## src/rtl/db4_pkg.sv

```systemverilog
// Shared constants and helpers for the DB4 two-band analysis decimator.
// Coefficients are Q.8 fixed point; the DB4_HIGHPASS_EN build option lives in db4_analysis_dec.
package db4_pkg;

   localparam int W_IN_DEF   = 8;
   localparam int W_OUT_DEF  = 9;
   localparam int COEF_W_DEF = 9;
   localparam int FRAC_DEF   = 8;

   // Lowpass g[k] and its quadrature mirror h[k] = (-1)^k g[3-k]
   localparam int G0 = 124;
   localparam int G1 = 214;
   localparam int G2 = 57;
   localparam int G3 = -33;
   localparam int H0 = -33;
   localparam int H1 = -57;
   localparam int H2 = 214;
   localparam int H3 = -124;

   localparam int SR_W = 48;

   // Round half up by 2^-frac, then clamp into a signed w_out-bit range
   function automatic logic signed [SR_W-1:0] sat_round(input logic signed [SR_W-1:0] acc,
                                                       input int frac,
                                                       input int w_out);
      logic signed [SR_W-1:0] one, r, hi, lo;
      one = 48'sd1;
      r   = (acc + (one <<< (frac - 1))) >>> frac;
      hi  = (one <<< (w_out - 1)) - one;
      lo  = -(one <<< (w_out - 1));
      if (r > hi) return hi;
      if (r < lo) return lo;
      return r;
   endfunction

endpackage

```

## src/rtl/db4_poly_branch.sv

```systemverilog
// One two-tap polyphase branch: C_CUR*x + C_DLY*x_prev, where x_prev is the
// previous sample of this phase. Constant products are built from shifts and adds.
module db4_poly_branch
   import db4_pkg::*;
#(
   parameter int W_IN   = W_IN_DEF,
   parameter int COEF_W = COEF_W_DEF,
   parameter int SUM_W  = W_IN + COEF_W + 2,
   parameter int C_CUR  = 0,
   parameter int C_DLY  = 0
) (
   input  logic                    clk,
   input  logic                    reset_n,
   input  logic                    clear,
   input  logic                    en,
   input  logic signed [W_IN-1:0]  x,
   output logic signed [SUM_W-1:0] sum
);

   localparam int PW = W_IN + COEF_W;

   // Coefficient is elaboration-constant, so only the set bits become adders
   function automatic logic signed [PW-1:0] cmul(input logic signed [W_IN-1:0] xv, input int c);
      logic signed [PW-1:0] xe, acc;
      int m;
      xe  = PW'(xv);
      acc = '0;
      m   = (c < 0) ? -c : c;
      for (int i = 0; i < COEF_W; i++)
         if (m[i]) acc = acc + (xe <<< i);
      return (c < 0) ? -acc : acc;
   endfunction

   logic signed [W_IN-1:0] x_d_p0;

   always_ff @(posedge clk or negedge reset_n) begin
      if (!reset_n)   x_d_p0 <= '0;
      else if (clear) x_d_p0 <= '0;
      else if (en)    x_d_p0 <= x;
   end

   assign sum = SUM_W'(cmul(x, C_CUR)) + SUM_W'(cmul(x_d_p0, C_DLY));

endmodule

```

## src/rtl/db4_analysis_dec.sv

```systemverilog
// DB4 analysis filter with 2:1 decimation, built from even/odd polyphase branches.
// Define DB4_HIGHPASS_EN to add the detail band (highpass branches and the y_hi port).
module db4_analysis_dec
   import db4_pkg::*;
#(
   parameter int W_IN   = W_IN_DEF,
   parameter int W_OUT  = W_OUT_DEF,
   parameter int COEF_W = COEF_W_DEF,
   parameter int FRAC   = FRAC_DEF
) (
   input  logic                    clk,
   input  logic                    reset_n,
   input  logic                    clear,
   input  logic signed [W_IN-1:0]  x_in,
   input  logic                    in_valid,
   output logic                    in_ready,
   output logic signed [W_OUT-1:0] y_lo,
`ifdef DB4_HIGHPASS_EN
   output logic signed [W_OUT-1:0] y_hi,
`endif
   output logic                    out_valid,
   input  logic                    out_ready
);

   localparam int SUM_W = W_IN + COEF_W + 2;

   logic phase_p0;   // 1 when the next accepted sample has an odd index
   logic take, take_even, take_odd;

   assign in_ready  = !(out_valid && !out_ready);
   assign take      = in_valid && in_ready && !clear;
   assign take_even = take && !phase_p0;
   assign take_odd  = take && phase_p0;

   logic signed [SUM_W-1:0] lo_even_sum, lo_odd_sum, lo_odd_p0, lo_tot;

   db4_poly_branch #(.W_IN(W_IN), .COEF_W(COEF_W), .SUM_W(SUM_W), .C_CUR(G0), .C_DLY(G2)) u_lo_even (
      .clk(clk), .reset_n(reset_n), .clear(clear), .en(take_even), .x(x_in), .sum(lo_even_sum));

   db4_poly_branch #(.W_IN(W_IN), .COEF_W(COEF_W), .SUM_W(SUM_W), .C_CUR(G1), .C_DLY(G3)) u_lo_odd (
      .clk(clk), .reset_n(reset_n), .clear(clear), .en(take_odd), .x(x_in), .sum(lo_odd_sum));

   assign lo_tot = lo_even_sum + lo_odd_p0;

   // Odd partial sum is parked until the even sample of the pair arrives
   always_ff @(posedge clk or negedge reset_n) begin
      if (!reset_n) begin
         phase_p0  <= 1'b0;
         out_valid <= 1'b0;
         lo_odd_p0 <= '0;
         y_lo      <= '0;
      end else if (clear) begin
         phase_p0  <= 1'b0;
         out_valid <= 1'b0;
         lo_odd_p0 <= '0;
      end else begin
         if (take)     phase_p0  <= !phase_p0;
         if (take_odd) lo_odd_p0 <= lo_odd_sum;
         if (take_even) begin
            y_lo      <= W_OUT'(sat_round(SR_W'(lo_tot), FRAC, W_OUT));
            out_valid <= 1'b1;
         end else if (out_ready) begin
            out_valid <= 1'b0;
         end
      end
   end

`ifdef DB4_HIGHPASS_EN
   logic signed [SUM_W-1:0] hi_even_sum, hi_odd_sum, hi_odd_p0, hi_tot;

   db4_poly_branch #(.W_IN(W_IN), .COEF_W(COEF_W), .SUM_W(SUM_W), .C_CUR(H0), .C_DLY(H2)) u_hi_even (
      .clk(clk), .reset_n(reset_n), .clear(clear), .en(take_even), .x(x_in), .sum(hi_even_sum));

   db4_poly_branch #(.W_IN(W_IN), .COEF_W(COEF_W), .SUM_W(SUM_W), .C_CUR(H1), .C_DLY(H3)) u_hi_odd (
      .clk(clk), .reset_n(reset_n), .clear(clear), .en(take_odd), .x(x_in), .sum(hi_odd_sum));

   assign hi_tot = hi_even_sum + hi_odd_p0;

   always_ff @(posedge clk or negedge reset_n) begin
      if (!reset_n) begin
         hi_odd_p0 <= '0;
         y_hi      <= '0;
      end else if (clear) begin
         hi_odd_p0 <= '0;
      end else begin
         if (take_odd)  hi_odd_p0 <= hi_odd_sum;
         if (take_even) y_hi      <= W_OUT'(sat_round(SR_W'(hi_tot), FRAC, W_OUT));
      end
   end
`endif

endmodule

```

## config.mk

```make
export PLATFORM = sky130hd
export DESIGN_NAME = db4_analysis_dec
export DESIGN_NICKNAME = d
export VERILOG_FILES = /design/src/rtl/db4_pkg.sv /design/src/rtl/db4_poly_branch.sv /design/src/rtl/db4_analysis_dec.sv
export SDC_FILE = /design/constraint.sdc
export NUM_CORES = 1
export LEC_CHECK = 0
export CAP_MARGIN = 20
export CORE_UTILIZATION = 40
export DETAILED_ROUTE_END_ITERATION = 12
export MAX_ROUTING_LAYER = met4
export PLACE_DENSITY = 0.59
export SKIP_CTS_REPAIR_TIMING = 1
export SYNTH_ARGS = -nofsm -noshare
export SYNTH_HDL_FRONTEND = slang
export SYNTH_HIERARCHICAL = 1
export SYNTH_SLANG_ARGS = --single-unit
```

## constraint.sdc

```tcl
create_clock -name clk -period 7.5 [get_ports clk]
set_clock_uncertainty 0.1 [all_clocks]
set_input_delay 1.5 -clock clk [delete_from_list [all_inputs] [get_ports clk]]
set_output_delay 1.5 -clock clk [all_outputs]
set_load 0.05 [all_outputs]
```

======== After elaboration in Yosys (flattened, before gate mapping) ========
Cells that the tools add are included.
storage, ports and cells
  bits of input ports ..................... 13
  output and inout port bits .............. 11
  bits in registers ....................... 46
  word-level logic and storage cells ...... 62
cells by class
  order comparisons ....................... 2
  bitwise logic cells ..................... 1
  $add $sub $neg .......................... 17
  reduce and logical (&&, ||, !) cells .... 14
  multiplexer cells ....................... 22
operator list
  cell                                                             count
  two-way mux 19 bit                                               2
  two-way mux 9 bit                                                4
  adder 17 x 14 -> 17 bit                                          2
  two-way mux 8 bit                                                4
  adder 12 x 12 -> 13 bit                                          2
  adder 19 x 9 -> 20 bit (second input constant)                   1
  adder 18 x 19 -> 19 bit                                          1
  adder 17 x 14 -> 18 bit                                          1
  adder 17 x 17 -> 18 bit                                          1
  adder 17 x 13 -> 17 bit                                          1
  adder 17 x 15 -> 17 bit                                          1
  negator 14 -> 17 bit                                             1
  adder 13 x 13 -> 14 bit                                          1
  adder 8 x 13 -> 14 bit                                           1
  adder 11 x 12 -> 13 bit                                          1
  adder 10 x 11 -> 12 bit                                          1
  adder 8 x 11 -> 12 bit                                           1
  greater-than comparator 12 x 9 -> 1 bit (second input constant)  1
  less-than comparator 12 x 9 -> 1 bit (second input constant)     1
  two-way mux 1 bit                                                12
  adder 9 x 10 -> 11 bit                                           1
  nonzero test 2 bit                                               3
  logical AND 1 bit                                                5
  zero test 1 bit                                                  4
  other kinds (3)                                                  3

======== Depth between registers and ports, before layout ========
  depth after elaboration ................. 16
  gate-level depth with buffers ........... 25
  gate-level depth less buffers ........... 24

======== Hierarchy ========
Netlist, hierarchy kept.
modules (own cells, without submodules)
  module                        times used  area each (sq um)  sequential area each (sq um)  cells each
  db4_analysis_dec              1           2442.3             750.7                         291
  db4_poly_branch at u_lo_odd   1           2169.6             200.2                         229
  db4_poly_branch at u_lo_even  1           2023.2             200.2                         194

======== Worst setup path before layout ========
OpenSTA, ideal clock, no wires.
  path type ............................... input -> register
  start ................................... input x_in[3]
  end ..................................... register y_lo[6]
  setup slack ............................. -0.100 ns
  stages .................................. 24
  buffers on the path ..................... 2
  arrival ................................. 7.423 ns
  setup time .............................. 0.077 ns
  required time ........................... 7.323 ns
  cells stage by stage .................... inv_1 > fa_1 > inv_1 > fa_1 > fa_1 > inv_1 > fa_1 > inv_1 > ha_1 > and3_2 > a2111oi_4 > xnor2_1 > ha_1 > clkbuf_1 > nand3_1 > and2_1 > o2111ai_4 > a311oi_1 > or4_1 > buf_2 > nor4b_4 > mux2i_1 > a21oi_4 > a21oi_1
on the way
  word-level cells in the longest chain between the ends .. 14
  elaborated cells on any way between the ends .. 19
  classes of those cells .................. add/sub: 7; order compare: 2; mux: 10
ends and longest elaborated chain
  element                               RTL line                text
  start: declaration                    db4_analysis_dec.sv:14  input logic signed [W_IN-1:0] x_in,
  adder 10 x 11 -> 12 bit               db4_poly_branch.sv:30   if (m[i]) acc = acc + (xe <<< i);
  adder 12 x 12 -> 13 bit               db4_poly_branch.sv:30
  adder 17 x 13 -> 17 bit               db4_poly_branch.sv:30
  adder 17 x 14 -> 17 bit *             db4_poly_branch.sv:30
  adder 17 x 14 -> 18 bit *             db4_poly_branch.sv:42   assign sum = SUM_W'(cmul(x, C_CUR)) + SUM_W'(cmul(x_d_p0, C_DLY));
  named net lo_even_sum[11]             db4_analysis_dec.sv:35  logic signed [SUM_W-1:0] lo_even_sum, lo_odd_sum, lo_odd_p0, lo_tot;
  adder 18 x 19 -> 19 bit *             db4_analysis_dec.sv:43  assign lo_tot = lo_even_sum + lo_odd_p0;
  adder 19 x 9 -> 20 bit *              db4_pkg.sv:28           r = (acc + (one <<< (frac - 1))) >>> frac;
  less-than comparator 12 x 9 -> 1 bit  db4_pkg.sv:32           if (r < lo) return lo;
  two-way mux 1 bit (2 in series)       db4_pkg.sv:32
  two-way mux 1 bit                     db4_analysis_dec.sv:59  if (take_even) begin
  two-way mux 1 bit                     db4_analysis_dec.sv:52  end else if (clear) begin
  two-way mux 9 bit                     db4_pkg.sv:33           return r;
  two-way mux 9 bit *                   db4_pkg.sv:32
  end signal: assignment                db4_analysis_dec.sv:60  y_lo <= W_OUT'(sat_round(SR_W'(lo_tot), FRAC, W_OUT));
  end: declaration                      db4_analysis_dec.sv:17  output logic signed [W_OUT-1:0] y_lo,
The timed path passes the listed nets; every way through them passes the cells marked *. The select of a mux whose other input is x is not followed.
A chain may end at the register's enable or synchronous reset.

======== Worst setup path in the final report ========
  start ................................... input x_in[0]
  end ..................................... register y_lo[4]
The elaborated chain is that of the path after synthesis.

==> impl_metrics.toml <==
[status]
status = "complete, but fails checks"
violations = "setup timing"

[sta]
fmax_ghz = 0.131
fin_ws_ps = -109
period_needed_ps = 7610
finalCritPeriodShare_pct = 101
finalHoldViolations = 0
rsz0062_at_grt = "yes"
tightest_slew_ps = 729
setup_violations = 8
drv_slew = 0
max_slew_margin_pct = 51.1

[place]
portBuffers = 23
gp_congestion = 0.828
dpl.hpwl_um = 12600

[logic_synthesis]
ys_ff_latch = 46
seq_area_frac_synth_pct = 17.3
synth_warnings = 6
synthArstFlopShare_pct = 100
syn_inst = 714
yosysUniqueCellTypes = 66
synth-main-ff-cell = "dfrtp_1"
synth_nets = 883
syn_area_per_cell_um2 = 9.29
synth_edf_count = 0
synth_area_um2 = 6640

[die]
die_y_um = 131
die_x_um = 131
ioPinCount = 24
num_rows = 46
coreArea_um2 = 16100
initial_core_util_pct = 41.3
dieArea_um2 = 17100

[detailed_routing]
wl_per_cell_um = 14.9
drt-total-wl_um = 15200
ant_nets = 0
drc = 0
drt-vias-per-instance = 5.07
drt_iter0_drc = 206
dr.pass1.iters = 5
vias = 5173

[clock_tree]
cts_tree = "done"
clockBufferDepth = 2
cts_max_level = 2
root_buffer = "clkbuf_16"
clock_latency_ps = 300
cts.clk_slew.worst_paths_ps = 70
numCtsBuffers = 5
clock_sinks = 46

[power_and_ir_drop]
pwr-share-seq_pct = 8.5
internal_power_mw = 1.97
cellLeakagePower_nw = 3.93
netSwitchingPower_mw = 1.78
vdd_ir_drop_max_uv = 207
total_power_mw = 3.76
power_density_nw_per_um2 = 469
pwr-share-clk_pct = 6.9
power_frac_comb_pct = 84.5
swShare_pct = 47.5

[critical_path]
critPathArrivalTime_ps = 7740
crit_type = "input pin to flip-flop"
cp-end-kind = "flip-flop"
rrSetupSlack_ps = 650
crit_fanout = 7
cp-startpoint = "x_in[0]"
crit_path_end = "y_lo[4]$_DFFE_PN0P_"
rr_worst_depth = 22
r2r-end = "y_lo[4]$_DFFE_PN0P_"
crit_required_ps = 7630
start_kind = "input pin"
reg2reg_from = "u_lo_even/x_d_p0[3]$_DFFE_PN0P_"

[global_route]
grt_max_degree = 47
antenna_found_initial = 0
grt_pass1_wl_um = 25700
overflow = 0
track_usage_pct = 19.9
grt_pass1_vias = 5433

[cells_and_area]
diodes = 0
drive_gt1_share_pct = 18.4
area_growth_pct = 20.8
nets = 973
fin_util_pct = 49.9
layout_common_cells = "114 x inv_1, 83 x buf_4, 76 x ha_1"
mostFrequentLayoutCell = "inv_1"

[worst_hold_path]
min_path_type = "flip-flop to flip-flop"

[job]
maxCapViolCount = 0
==> per-layer routing <==
metal	part of all wire (%)	GRT usage (%)	wire [µm]	vias up
li1	-	-	-	2560
met5	0	-	0	-
met2	50	34.5	7660	56
met4	1.5	5.61	236	0
met3	2.5	2.32	380	16
met1	46	24.3	6950	2541
==> layout make-up <==
| cell class | instances | area (µm²) |
|---|---|---|
| Timing Repair Buffer | 109 | 898 |
| Inverter | 120 | 454 |
| Clock inverter | 3 | 43.8 |
| Clock buffer | 5 | 125 |
| Sequential cell | 46 | 1150 |
| Tap cell | 216 | 270 |
| Fill cell | 1496 | 8050 |
| Multi-Input combinational cell | 522 | 5070 |
==> critical path: stages <==
cell and delay [ps]:
dlymetal6s2s_1 220, fa_2 500, ha_1 320, a21o_1 180, fa_1 480, fa_1 510, ha_4 190, fa_2 380
a21o_1 180, a221o_1 370, o41ai_2 330, xnor2_1 130, ha_1 360, nand2_2 110, nor2_4 150, o211ai_1 130
and3_1 190, or4_4 540, nor4b_4 360, mux2i_2 330, a21oi_4 130, a21oi_1 150
==> power by group through the flow <==
stage               logic [mW]  clock network [mW]  registers (mW)
floorplan                 1.91                   0           0.399
global placement          2.99                   0           0.325
detailed placement        3.03                   0           0.327
CTS                       3.06               0.269           0.323
global route              3.51               0.275           0.328
finish                    3.18               0.261           0.321
==> Yosys cell counts (15+ instances only) <==
library cell  instances  area (µm²)
nand2_1              39         146
ha_1                 81        1010
fa_1                 75        1500
a21oi_1              38         190
inv_1               119         447
nor2_1               46         173
xor2_1               15         131
mux2i_1              20         200
xnor2_1              21         184
dfrtp_1              46        1150
nand2b_1             24         150
o21ai_0              30         150
==> flip-flops by register name, indices dropped and copies added, names as in the netlist <==
signal            count
phase_p0              1
lo_odd_p0            19
u_lo_even/x_d_p0      8
y_lo                  9
out_valid             1
u_lo_odd/x_d_p0       8
==> kinds of logic after synthesis <==
kind of cell | synth area share (%)
compound gates | 14.2
xor+xnor | 5.00
fa+ha+maj | 37.9
buf+inv | 8.77
flops | 17.3
mux | 3.19
simple gates | 13.6
==> stage by stage <==
| stage | setup TNS [ps] | area (µm²) | instances | setup WS [ps] | hold WS (ps) |
|---|---|---|---|---|---|
| after floorplan | -11.7 | 6670 | 714 | -11.7 | 390 |
| after global routing | -2800 | 8010 | 1021 | -362 | 435 |
| after CTS | -5130 | 7830 | 1018 | -643 | 414 |
| after detailed placement | -7920 | 7660 | 1010 | -949 | 390 |
| after global placement | -6910 | 7660 | 1010 | -814 | 387 |
| final | -705 | 8010 | 1021 | -109 | 405 |
==> worst min path at each step <==
| stage | startpoint | slack [ps] | depth (start not counted) | to |
|---|---|---|---|---|
| 6_report | y_lo[8]$_DFFE_PN0P_ | 400 | 2 | y_lo[8]$_DFFE_PN0P_ |
| 5_1_grt | y_lo[8]$_DFFE_PN0P_ | 440 | 2 | y_lo[8]$_DFFE_PN0P_ |
| 4_1_cts | y_lo[8]$_DFFE_PN0P_ | 410 | 2 | y_lo[8]$_DFFE_PN0P_ |
| 3_5_place_dp | y_lo[8]$_DFFE_PN0P_ | 390 | 2 | y_lo[8]$_DFFE_PN0P_ |
| 3_3_place_gp | y_lo[8]$_DFFE_PN0P_ | 390 | 2 | y_lo[8]$_DFFE_PN0P_ |
| 2_1_floorplan | lo_odd_p0[10]$_DFFE_PN0P_ | 390 | 2 | lo_odd_p0[10]$_DFFE_PN0P_ |
No activity file was read; power rests on OpenSTA's default activity.
